===== src/rtl/calc_arb.sv =====
// calc_arb: two-requester round-robin arbiter that sequences command/operand bytes onto a shared calculator device
// Ports: clk/rst (sync active-high); req, cmdN/opaN/opbN/nopN/rxN per requester in;
// gnt (one-hot grant), done (completion pulse), res (result), err (timeout) out;
// dev_cs/dev_din to the device, dev_busy/dev_drdy/dev_dout from the device.
module calc_arb #(
    parameter int DW  = 8,
    parameter int TMO = 15
) (
    input  logic          clk,
    input  logic          rst,
    input  logic [1:0]    req,
    input  logic [DW-1:0] cmd0,
    input  logic [DW-1:0] cmd1,
    input  logic [DW-1:0] opa0,
    input  logic [DW-1:0] opa1,
    input  logic [DW-1:0] opb0,
    input  logic [DW-1:0] opb1,
    input  logic [1:0]    nop0,
    input  logic [1:0]    nop1,
    input  logic          rx0,
    input  logic          rx1,
    output logic [1:0]    gnt,
    output logic [1:0]    done,
    output logic [DW-1:0] res,
    output logic          err,
    output logic          dev_cs,
    output logic [DW-1:0] dev_din,
    input  logic          dev_busy,
    input  logic          dev_drdy,
    input  logic [DW-1:0] dev_dout
);
    localparam int CW = $clog2(TMO + 1);
    typedef enum logic [2:0] {ST_IDLE, ST_CMD, ST_OP1, ST_OP2, ST_WAIT, ST_DONE} state_t;
    state_t        state_q, state_d;
    logic [1:0]    gnt_q, gnt_d;
    logic          ptr_q, ptr_d;
    logic [CW-1:0] cnt_q, cnt_d;
    logic [DW-1:0] cmd_q, cmd_d, opa_q, opa_d, opb_q, opb_d, res_q, res_d;
    logic [1:0]    nop_q, nop_d;
    logic          rx_q, rx_d, err_q, err_d;
    logic          pick;
    // On a tie the requester not served last wins; ptr_q holds the last-served index.
    assign pick = (req == 2'b11) ? ~ptr_q : req[1];
    always_comb begin
        state_d = state_q;
        gnt_d   = gnt_q;
        ptr_d   = ptr_q;
        cmd_d   = cmd_q;
        opa_d   = opa_q;
        opb_d   = opb_q;
        nop_d   = nop_q;
        rx_d    = rx_q;
        res_d   = res_q;
        err_d   = err_q;
        // The counter only runs in WAIT, so it is zero on every WAIT entry.
        cnt_d   = (state_q == ST_WAIT) ? cnt_q + 1'b1 : '0;
        case (state_q)
            ST_IDLE: if (|req) begin
                state_d = ST_CMD;
                ptr_d   = pick;
                gnt_d   = pick ? 2'b10 : 2'b01;
                cmd_d   = pick ? cmd1 : cmd0;
                opa_d   = pick ? opa1 : opa0;
                opb_d   = pick ? opb1 : opb0;
                nop_d   = pick ? nop1 : nop0;
                rx_d    = pick ? rx1 : rx0;
            end
            ST_CMD:  state_d = (nop_q == 2'd0) ? ST_WAIT : ST_OP1;
            ST_OP1:  state_d = (nop_q == 2'd1) ? ST_WAIT : ST_OP2;
            ST_OP2:  state_d = ST_WAIT;
            ST_WAIT: begin
                // Completion outranks the timeout; busy is ignored on the first WAIT cycle.
                if (rx_q && dev_drdy) begin
                    res_d   = dev_dout;
                    err_d   = 1'b0;
                    state_d = ST_DONE;
                end else if (!rx_q && !dev_busy && cnt_q != '0) begin
                    err_d   = 1'b0;
                    state_d = ST_DONE;
                end else if (cnt_q == CW'(TMO - 1)) begin
                    res_d   = '0;
                    err_d   = 1'b1;
                    state_d = ST_DONE;
                end
            end
            ST_DONE: begin
                state_d = ST_IDLE;
                gnt_d   = 2'b00;
            end
            default: state_d = ST_IDLE;
        endcase
    end
    always_ff @(posedge clk) begin
        if (rst) begin
            state_q <= ST_IDLE;
            gnt_q   <= 2'b00;
            ptr_q   <= 1'b1;
            cnt_q   <= '0;
            cmd_q   <= '0;
            opa_q   <= '0;
            opb_q   <= '0;
            nop_q   <= 2'd0;
            rx_q    <= 1'b0;
            res_q   <= '0;
            err_q   <= 1'b0;
        end else begin
            state_q <= state_d;
            gnt_q   <= gnt_d;
            ptr_q   <= ptr_d;
            cnt_q   <= cnt_d;
            cmd_q   <= cmd_d;
            opa_q   <= opa_d;
            opb_q   <= opb_d;
            nop_q   <= nop_d;
            rx_q    <= rx_d;
            res_q   <= res_d;
            err_q   <= err_d;
        end
    end
    assign gnt     = gnt_q;
    assign done    = (state_q == ST_DONE) ? gnt_q : 2'b00;
    assign res     = res_q;
    assign err     = err_q;
    assign dev_cs  = (state_q == ST_CMD);
    assign dev_din = (state_q == ST_CMD) ? cmd_q :
                     (state_q == ST_OP1) ? opa_q :
                     (state_q == ST_OP2) ? opb_q : '0;
endmodule


===== config.mk =====
export PLATFORM = sky130hd
export DESIGN_NAME = calc_arb
export DESIGN_NICKNAME = d
export VERILOG_FILES = /design/src/rtl/calc_arb.sv
export SDC_FILE = /design/constraint.sdc
export NUM_CORES = 1
export LEC_CHECK = 0
export CAP_MARGIN = 30
export CORE_MARGIN = 2
export CORE_UTILIZATION = 46
export CTS_CLUSTER_SIZE = 30
export DETAILED_ROUTE_END_ITERATION = 10
export PLACE_DENSITY = 0.85
export SLEW_MARGIN = 10
export SYNTH_ARGS = -nofsm -noshare
export SYNTH_HDL_FRONTEND = slang
export SYNTH_SLANG_ARGS = --single-unit

===== constraint.sdc =====
create_clock -name clk -period 3.54 [get_ports clk]
set_input_delay 0.885 -clock clk [delete_from_list [all_inputs] [get_ports clk]]
set_output_delay 0.885 -clock clk [all_outputs]
set_load 0.03 [all_outputs]

==> summary.json, run 1 <==
{
  "max-slew-margin-rel_pct": 54.5,
  "synth_ff_type": "dfxtp_1",
  "ctsRootBufferMaster": "clkbuf_8",
  "crit_path_start": "state_q[0]",
  "endpoint_kind": "output port",
  "ctsHoldBuffers": 0,
  "timing_worst_setup_path_type": "reg -> out",
  "net_switching_component_of_the_power_w": 0.000630,
  "critPathSlowestCell": "clkdlybuf4s50_1",
  "critical_path_buf_inv_count": 2,
  "post-cts-setup-buffers": 0,
  "final_core_utilization_pct": 68.9,
  "grt_max_degree": 39,
  "area_growth_syn_to_layout_pct": 46.4,
  "multi_input_area_sq_um": 1180,
  "die_h_um": 73.1,
  "max_slew_violation_count": 0,
  "gp_congestion": 0.803,
  "synth_nets": 310,
  "unrepaired_setup_endpoints_after_global_routing": "false",
  "grt_overflow": 0,
  "fin_ws_ps": 349,
  "switching_share_pct": 36.4,
  "critPathRequiredTime_ps": 2650,
  "edff_count_synth": 0,
  "worst_r2r_startpoint": "state_q[2]",
  "fmaxAchievable_ghz": 0.313,
  "mean_area_per_synthesized_cell_sq_um": 9.18,
  "num_antenna_cells": 0,
  "hold_path.class": "reg -> reg",
  "finClkSkew_ps": 5.60,
  "post-route-min-period_ps": 3190,
  "relative_contribution_of_sequential_cells_to_total_power_pct": 41.3,
  "route.antenna.remaining_nets": 0,
  "max_cap_violations": 0,
  "timing.critical_path.max_delay_family": "buffers and inverters",
  "pwr_density_cell_nw_per_um2": 539,
  "ff2ff_path_depth": 4,
  "ios": 90,
  "fillerInstances": 353,
  "detail_placement_hpwl_um": 3940,
  "avgViaCountPerCell": 5.45,
  "path_clk_slew_ps": 90,
  "grt_first_pass_wirelength_um": 8450,
  "setup_violations": 0,
  "critical_path.startpoint_type": "register",
  "clkPwrFrac_pct": 19.6,
  "num-nets-final": 392,
  "total_iterations_of_the_first_detailed_routing_run": 4,
  "die_area_sq_um": 5340,
  "detailroute.via_count": 2048,
  "cts_inserted_buffers": 5,
  "grt_antenna_before_repair": 0,
  "longest_individual_stage_delay_on_the_worst_path_ps": 670,
  "r2r_end": "res[2]",
  "critPathMaxFanout": 11,
  "synth-seq-area-share_pct": 42.0,
  "final_min_period_over_clock_period_pct": 90.1,
  "floorplan.die.width_um": 73.1,
  "clock-sinks": 46,
  "synth.yosys.warnings": 0,
  "async_reset_ff_share_pct": 0,
  "intPower_w": 0.00110,
  "drt_first_iter_violations": 100,
  "synth.ff_latch_count": 46,
  "cts-htree-levels": 2,
  "seqCellArea_sq_um": 921,
  "avgRoutedWirePerCell_um": 14.1,
  "static_leakage_nw": 1.21,
  "vias_in_the_first_global_route": 2013,
  "num_rows": 25,
  "detail_route.wirelength_um": 5310,
  "timing.critical_path.depth": 4,
  "run_status": "finished, final reports clean",
  "deepest_clock_path_buffer_count": 2,
  "least_margin_pin_slew_ps": 680,
  "insertion_delay_ps": 300,
  "pre_cts_slack_ps": 690,
  "numPortBuffers": 89,
  "initial_core_util_pct": 47.1,
  "regToRegSetupSlack_ps": 1610,
  "hold_viol_final": 0,
  "route.detailed.drc": 0,
  "ir_drop_v": 0.000289,
  "final.setup.tns_ps": 0,
  "grtUsageTotal_pct": 20.2,
  "clock_tree_from_tritoncts": "done",
  "timing.critical_path.to": "done[1]",
  "mapped_area_sq_um": 2190,
  "holdCritStartpoint": "cnt_q[0]",
  "core_region_area_sq_um": 4660,
  "crit_arrival_ps": 2310,
  "cts_repair_resize_count": 0,
  "p_comb_share_pct": 39.1,
  "drive_above_1_share_pct": 5.28,
  "postSynthCellCount": 239,
  "yosysUniqueCellTypes": 36,
  "timing.critical_path.cells": "inv_1 -> nor3b_1 -> and2_1 -> clkdlybuf4s50_1"
}
-- cells in the final DEF, fill, tap and decap left out, drive strengths merged, types with 2 or more instances in the layout --
master,instances
inv,4
a22o,8
and2,2
o21ai,4
ha,3
a211oi,28
nor3b,3
nand2b,2
mux2i,35
a21oi,11
dfxtp,46
clkbuf,6
buf,4
nor3,3
nand2,3
nor2b,4
nor2,52
clkdlybuf4s50,89
-- layer usage --
layer	GRT usage (%)	vias up	part of all wire (%)
met5	0	-	0
met4	8.23	0	2.5
met3	6.35	11	6.9
met2	36.6	73	50
met1	21.4	950	41
li1	-	1014	-
-- cell families (layout without fill, tap and decap cells) --
family	Yosys count	count (layout)	synth area share [%]
compound gates	60	60	19.7
fa+ha+maj	3	3	1.71
simple gates	71	71	14.8
mux	35	35	16.0
flops	46	46	42.0
xor+xnor	2	2	0.798
buf+inv	22	105	5.13
-- state kept, by name, indices dropped and copies added (netlist names) --
name     count
cmd_q        8
opa_q        8
opb_q        8
res          8
cnt_q        4
state_q      3
gnt          2
nop_q        2
err          1
ptr_q        1
rx_q         1
-- final cells by class --
class                      count  share of cell area (%)
inverter                       4                   0.467
sequential                    46                    28.7
tap                           54                    2.10
clock inverter                 2                   0.390
clock buffer                   6                    2.57
timing repair buffer          93                    29.1
multi-input combinational    171                    36.7
-- power by group through the flow --
stage | combinational (W) | sequential [W] | clock (W)
after floorplan | 0.000466 | 0.000710 | 0
after global placement | 0.000656 | 0.000723 | 0
after detailed placement | 0.000674 | 0.000727 | 0
after CTS | 0.000679 | 0.000715 | 0.000342
after global routing | 0.000736 | 0.000731 | 0.000359
final | 0.000677 | 0.000716 | 0.000339
-- through the flow --
step	cell area (sq um)	hold slack (ps)	cells	power, W
after floorplan	2190	430	239	0.00118
after global placement	3120	445	368	0.00138
after detailed placement	3120	456	368	0.00140
after CTS	3210	476	376	0.00174
after global routing	3210	495	376	0.00183
final	3210	472	376	0.00173
-- worst min-delay path by stage --
| stage | end | slack, ps | cells after the start |
|---|---|---|---|
| 2_1_floorplan | cnt_q[0] | 430 | 1 |
| 3_3_place_gp | cnt_q[0] | 450 | 1 |
| 3_5_place_dp | res[6] | 460 | 1 |
| 4_1_cts | cnt_q[0] | 480 | 1 |
| 5_1_grt | cnt_q[0] | 500 | 1 |
| 6_report | cnt_q[0] | 470 | 1 |
-- cell usage after synthesis, types with 2 or more instances --
cell | instances | area, sq um
nand2_1 | 3 | 11.3
nor2b_1 | 4 | 25.0
and2_1 | 2 | 12.5
a22o_1 | 8 | 70.1
nor2_1 | 51 | 191
nand2b_1 | 2 | 12.5
mux2i_1 | 35 | 350
ha_1 | 3 | 37.5
a21oi_1 | 11 | 55.1
nor3_1 | 2 | 10.0
inv_1 | 4 | 15.0
clkbuf_1 | 6 | 22.5
a211oi_1 | 28 | 210
buf_4 | 4 | 30.0
o21ai_0 | 4 | 20.0
buf_2 | 6 | 30.0
nor3b_1 | 2 | 15.0
dfxtp_1 | 46 | 921
(Power assumes the default switching activity.)
==> run 2: changes to the inputs <==
CORE_MARGIN = 4   (was 2)
==> run 2 against run 1 <==
Non-clock buffer count grew 2. Power shrank 1.0%. Critical endpoint is now done[0]. Wire length grew 5.3%. Final cell count is the same. Highest routed layer unchanged.
==> summary.json, run 2 (same netlist as run 1, synthesis figures left out) <==
{
  "run_status": {"value": "finished, final reports clean", "change": "unchanged"},
  "ir_drop": {"value": 0.000279, "unit": "V", "change": "was 0.000289 V"},
  "vias_in_the_first_global_route": {"value": 2002, "change": "was 2013"},
  "p_comb_share": {"value": 40.0, "unit": "%", "change": "was 39.1%"},
  "critPathRequiredTime": {"value": 2650, "unit": "ps", "change": "about the same"},
  "clock-sinks": {"value": 46, "change": "unchanged"},
  "route.detailed.drc": {"value": 0, "change": "unchanged"},
  "multi_input_area": {"value": 1180, "unit": "sq um", "change": "unchanged"},
  "intPower": {"value": 0.00110, "unit": "W", "change": "about the same"},
  "fmaxAchievable": {"value": 0.305, "unit": "GHz", "change": "was 0.313 GHz"},
  "net_switching_component_of_the_power": {"value": 0.000611, "unit": "W", "change": "was 0.000630 W"},
  "num_rows": {"value": 24, "change": "was 25"},
  "grt_antenna_before_repair": {"value": 0, "change": "unchanged"},
  "cts-htree-levels": {"value": 2, "change": "unchanged"},
  "endpoint_kind": {"value": "output port", "change": "unchanged"},
  "dr.max_layer_used": {"value": "met4", "change": "unchanged"},
  "avgRoutedWirePerCell": {"value": 14.9, "unit": "um", "change": "was 14.1 um"},
  "grtUsageTotal": {"value": 18.7, "unit": "%", "change": "was 20.2%"},
  "core_region_area": {"value": 4470, "unit": "sq um", "change": "was 4660 sq um"},
  "avgViaCountPerCell": {"value": 5.34, "change": "was 5.45"},
  "gp_congestion": {"value": 0.847, "change": "was 0.803"},
  "final_non_filler_cell_total": {"value": 376, "change": "unchanged"},
  "cts_inserted_buffers": {"value": 5, "change": "unchanged"},
  "fillerInstances": {"value": 363, "change": "was 353"},
  "placed_cells_incl_taps": {"value": 368, "change": "unchanged"},
  "grt_first_pass_wirelength": {"value": 8920, "unit": "um", "change": "was 8450 um"},
  "post-cts-setup-buffers": {"value": 0, "change": "unchanged"},
  "detailroute.wirelength.met3": {"value": 405, "unit": "um", "change": "was 366 um"},
  "drt_first_iter_violations": {"value": 85, "change": "was 100"},
  "unrepaired_setup_endpoints_after_global_routing": {"value": "false", "change": "unchanged"},
  "mostFrequentLayoutCell": {"value": "clkdlybuf4s50_1", "change": "unchanged"},
  "die_area": {"value": 5940, "unit": "sq um", "change": "was 5340 sq um"},
  "max_cap_violations": {"value": 0, "change": "unchanged"},
  "critPathMaxFanout": {"value": 11, "change": "unchanged"},
  "least_margin_pin_slew": {"value": 744, "unit": "ps", "change": "was 680 ps"},
  "path_clk_slew": {"value": 80, "unit": "ps", "change": "was 90 ps"},
  "detail_placement_hpwl": {"value": 4330, "unit": "um", "change": "was 3940 um"},
  "max-slew-margin-rel": {"value": 50.2, "unit": "%", "change": "was 54.5%"},
  "ios": {"value": 90, "change": "unchanged"},
  "total_iterations_of_the_first_detailed_routing_run": {"value": 4, "change": "unchanged"},
  "grt_max_degree": {"value": 29, "change": "was 39"},
  "routedLengthMet1": {"value": 2300, "unit": "um", "change": "was 2170 um"},
  "num-nets-final": {"value": 394, "change": "was 392"},
  "finalPower": {"value": 0.00171, "unit": "W", "change": "was 0.00173 W"},
  "seqCellArea": {"value": 921, "unit": "sq um", "change": "unchanged"},
  "final.setup.tns": {"value": 0, "unit": "ps", "change": "unchanged"},
  "clkPwrFrac": {"value": 19.0, "unit": "%", "change": "was 19.6%"},
  "route.antenna.remaining_nets": {"value": 0, "change": "unchanged"},
  "post-route-min-period": {"value": 3280, "unit": "ps", "change": "was 3190 ps"},
  "setup_violations": {"value": 0, "change": "unchanged"},
  "drive_above_1_share": {"value": 5.56, "unit": "%", "change": "was 5.28%"},
  "deepest_clock_path_buffer_count": {"value": 2, "change": "unchanged"},
  "crit_arrival": {"value": 2400, "unit": "ps", "change": "was 2310 ps"},
  "hold_path.class": {"value": "reg -> reg", "change": "unchanged"},
  "cts_repair_resize_count": {"value": 0, "change": "unchanged"},
  "die_h": {"value": 77.1, "unit": "um", "change": "was 73.1 um"},
  "hold_viol_final": {"value": 0, "change": "unchanged"},
  "relative_contribution_of_sequential_cells_to_total_power": {"value": 41.1, "unit": "%", "change": "was 41.3%"},
  "clock_tree_from_tritoncts": {"value": "done", "change": "unchanged"},
  "area_growth_syn_to_layout": {"value": 46.8, "unit": "%", "change": "was 46.4%"},
  "most-common-layout-cells": {"value": "clkdlybuf4s50_1, nor2_1, dfxtp_1, mux2i_1, a211oi_1", "change": "unchanged"},
  "insertion_delay": {"value": 300, "unit": "ps", "change": "about the same"},
  "static_leakage": {"value": 1.22, "unit": "nW", "change": "was 1.21 nW"},
  "timing_worst_setup_path_type": {"value": "reg -> out", "change": "unchanged"},
  "num_antenna_cells": {"value": 0, "change": "unchanged"},
  "numPortBuffers": {"value": 89, "change": "unchanged"},
  "met2WireLength": {"value": 2720, "unit": "um", "change": "was 2640 um"},
  "ctsHoldBuffers": {"value": 0, "change": "unchanged"},
  "pwr_density_cell": {"value": 532, "unit": "nW/um^2", "change": "was 539 nW/um^2"},
  "finClkSkew": {"value": 4.97, "unit": "ps", "change": "was 5.60 ps"},
  "grt_overflow": {"value": 0, "change": "unchanged"},
  "critical_path.startpoint_type": {"value": "register", "change": "unchanged"},
  "final_min_period_over_clock_period": {"value": 92.8, "unit": "%", "change": "was 90.1%"},
  "switching_share": {"value": 35.7, "unit": "%", "change": "was 36.4%"},
  "initial_core_util": {"value": 49.0, "unit": "%", "change": "was 47.1%"},
  "detailroute.via_count": {"value": 2008, "change": "was 2048"},
  "ctsRootBufferMaster": {"value": "clkbuf_8", "change": "unchanged"},
  "floorplan.die.width": {"value": 77.1, "unit": "um", "change": "was 73.1 um"},
  "max_slew_violation_count": {"value": 0, "change": "unchanged"},
  "detail_route.wirelength": {"value": 5590, "unit": "um", "change": "was 5310 um"}
}
==> run 2: cell type report <==
type,count,share of cell area [%]
multi-input combinational,171,36.6
sequential,46,28.6
clock inverter,1,0.155
clock buffer,7,2.68
inverter,4,0.466
timing repair buffer,95,29.4
tap,52,2.02
==> run 2: critical path: stages, from the launching register on <==
cell and delay [ps]:
dfxtp_1 490, inv_1 240, nor3b_1 490, and2_1 200, clkdlybuf4s50_1 680
==> run 2: power by group through the flow <==
stage | registers [W] | clock network (W) | logic (W)
floorplan | 0.000710 | 0 | 0.000466
detailed placement | 0.000713 | 0 | 0.000686
CTS | 0.000703 | 0.000332 | 0.000690
finish | 0.000704 | 0.000325 | 0.000685
global route | 0.000718 | 0.000354 | 0.000749
global placement | 0.000709 | 0 | 0.000670
==> run 2: stage by stage <==
stage	hold WS [ps]	utilization (%)	instance area, sq um	worst slack (ps)
3_5_place_dp	455	69.9	3130	633
3_3_place_gp	444	69.9	3130	718
6_report	473	72.0	3220	257
2_1_floorplan	430	-	2190	1250
5_1_grt	509	72.0	3220	112
4_1_cts	474	72.0	3220	254
==> run 2: final timing paths <==
kind,start,cells after the start,endpoint,slack (ps)
worst max register to register,cnt_q[0],6,res[4],1640
worst min register to register,cnt_q[0],1,cnt_q[0],470
worst max-delay path,state_q[0],4,done[0],260
worst min-delay path,cnt_q[0],1,cnt_q[0],470
==> run 2: layer usage <==
metal / track usage [%] / vias to the layer above
met1: 20.8 / 889
met4: 8.36 / 0
met2: 32.6 / 74
li1: - / 1030
met5: 0 / -
met3: 5.62 / 15
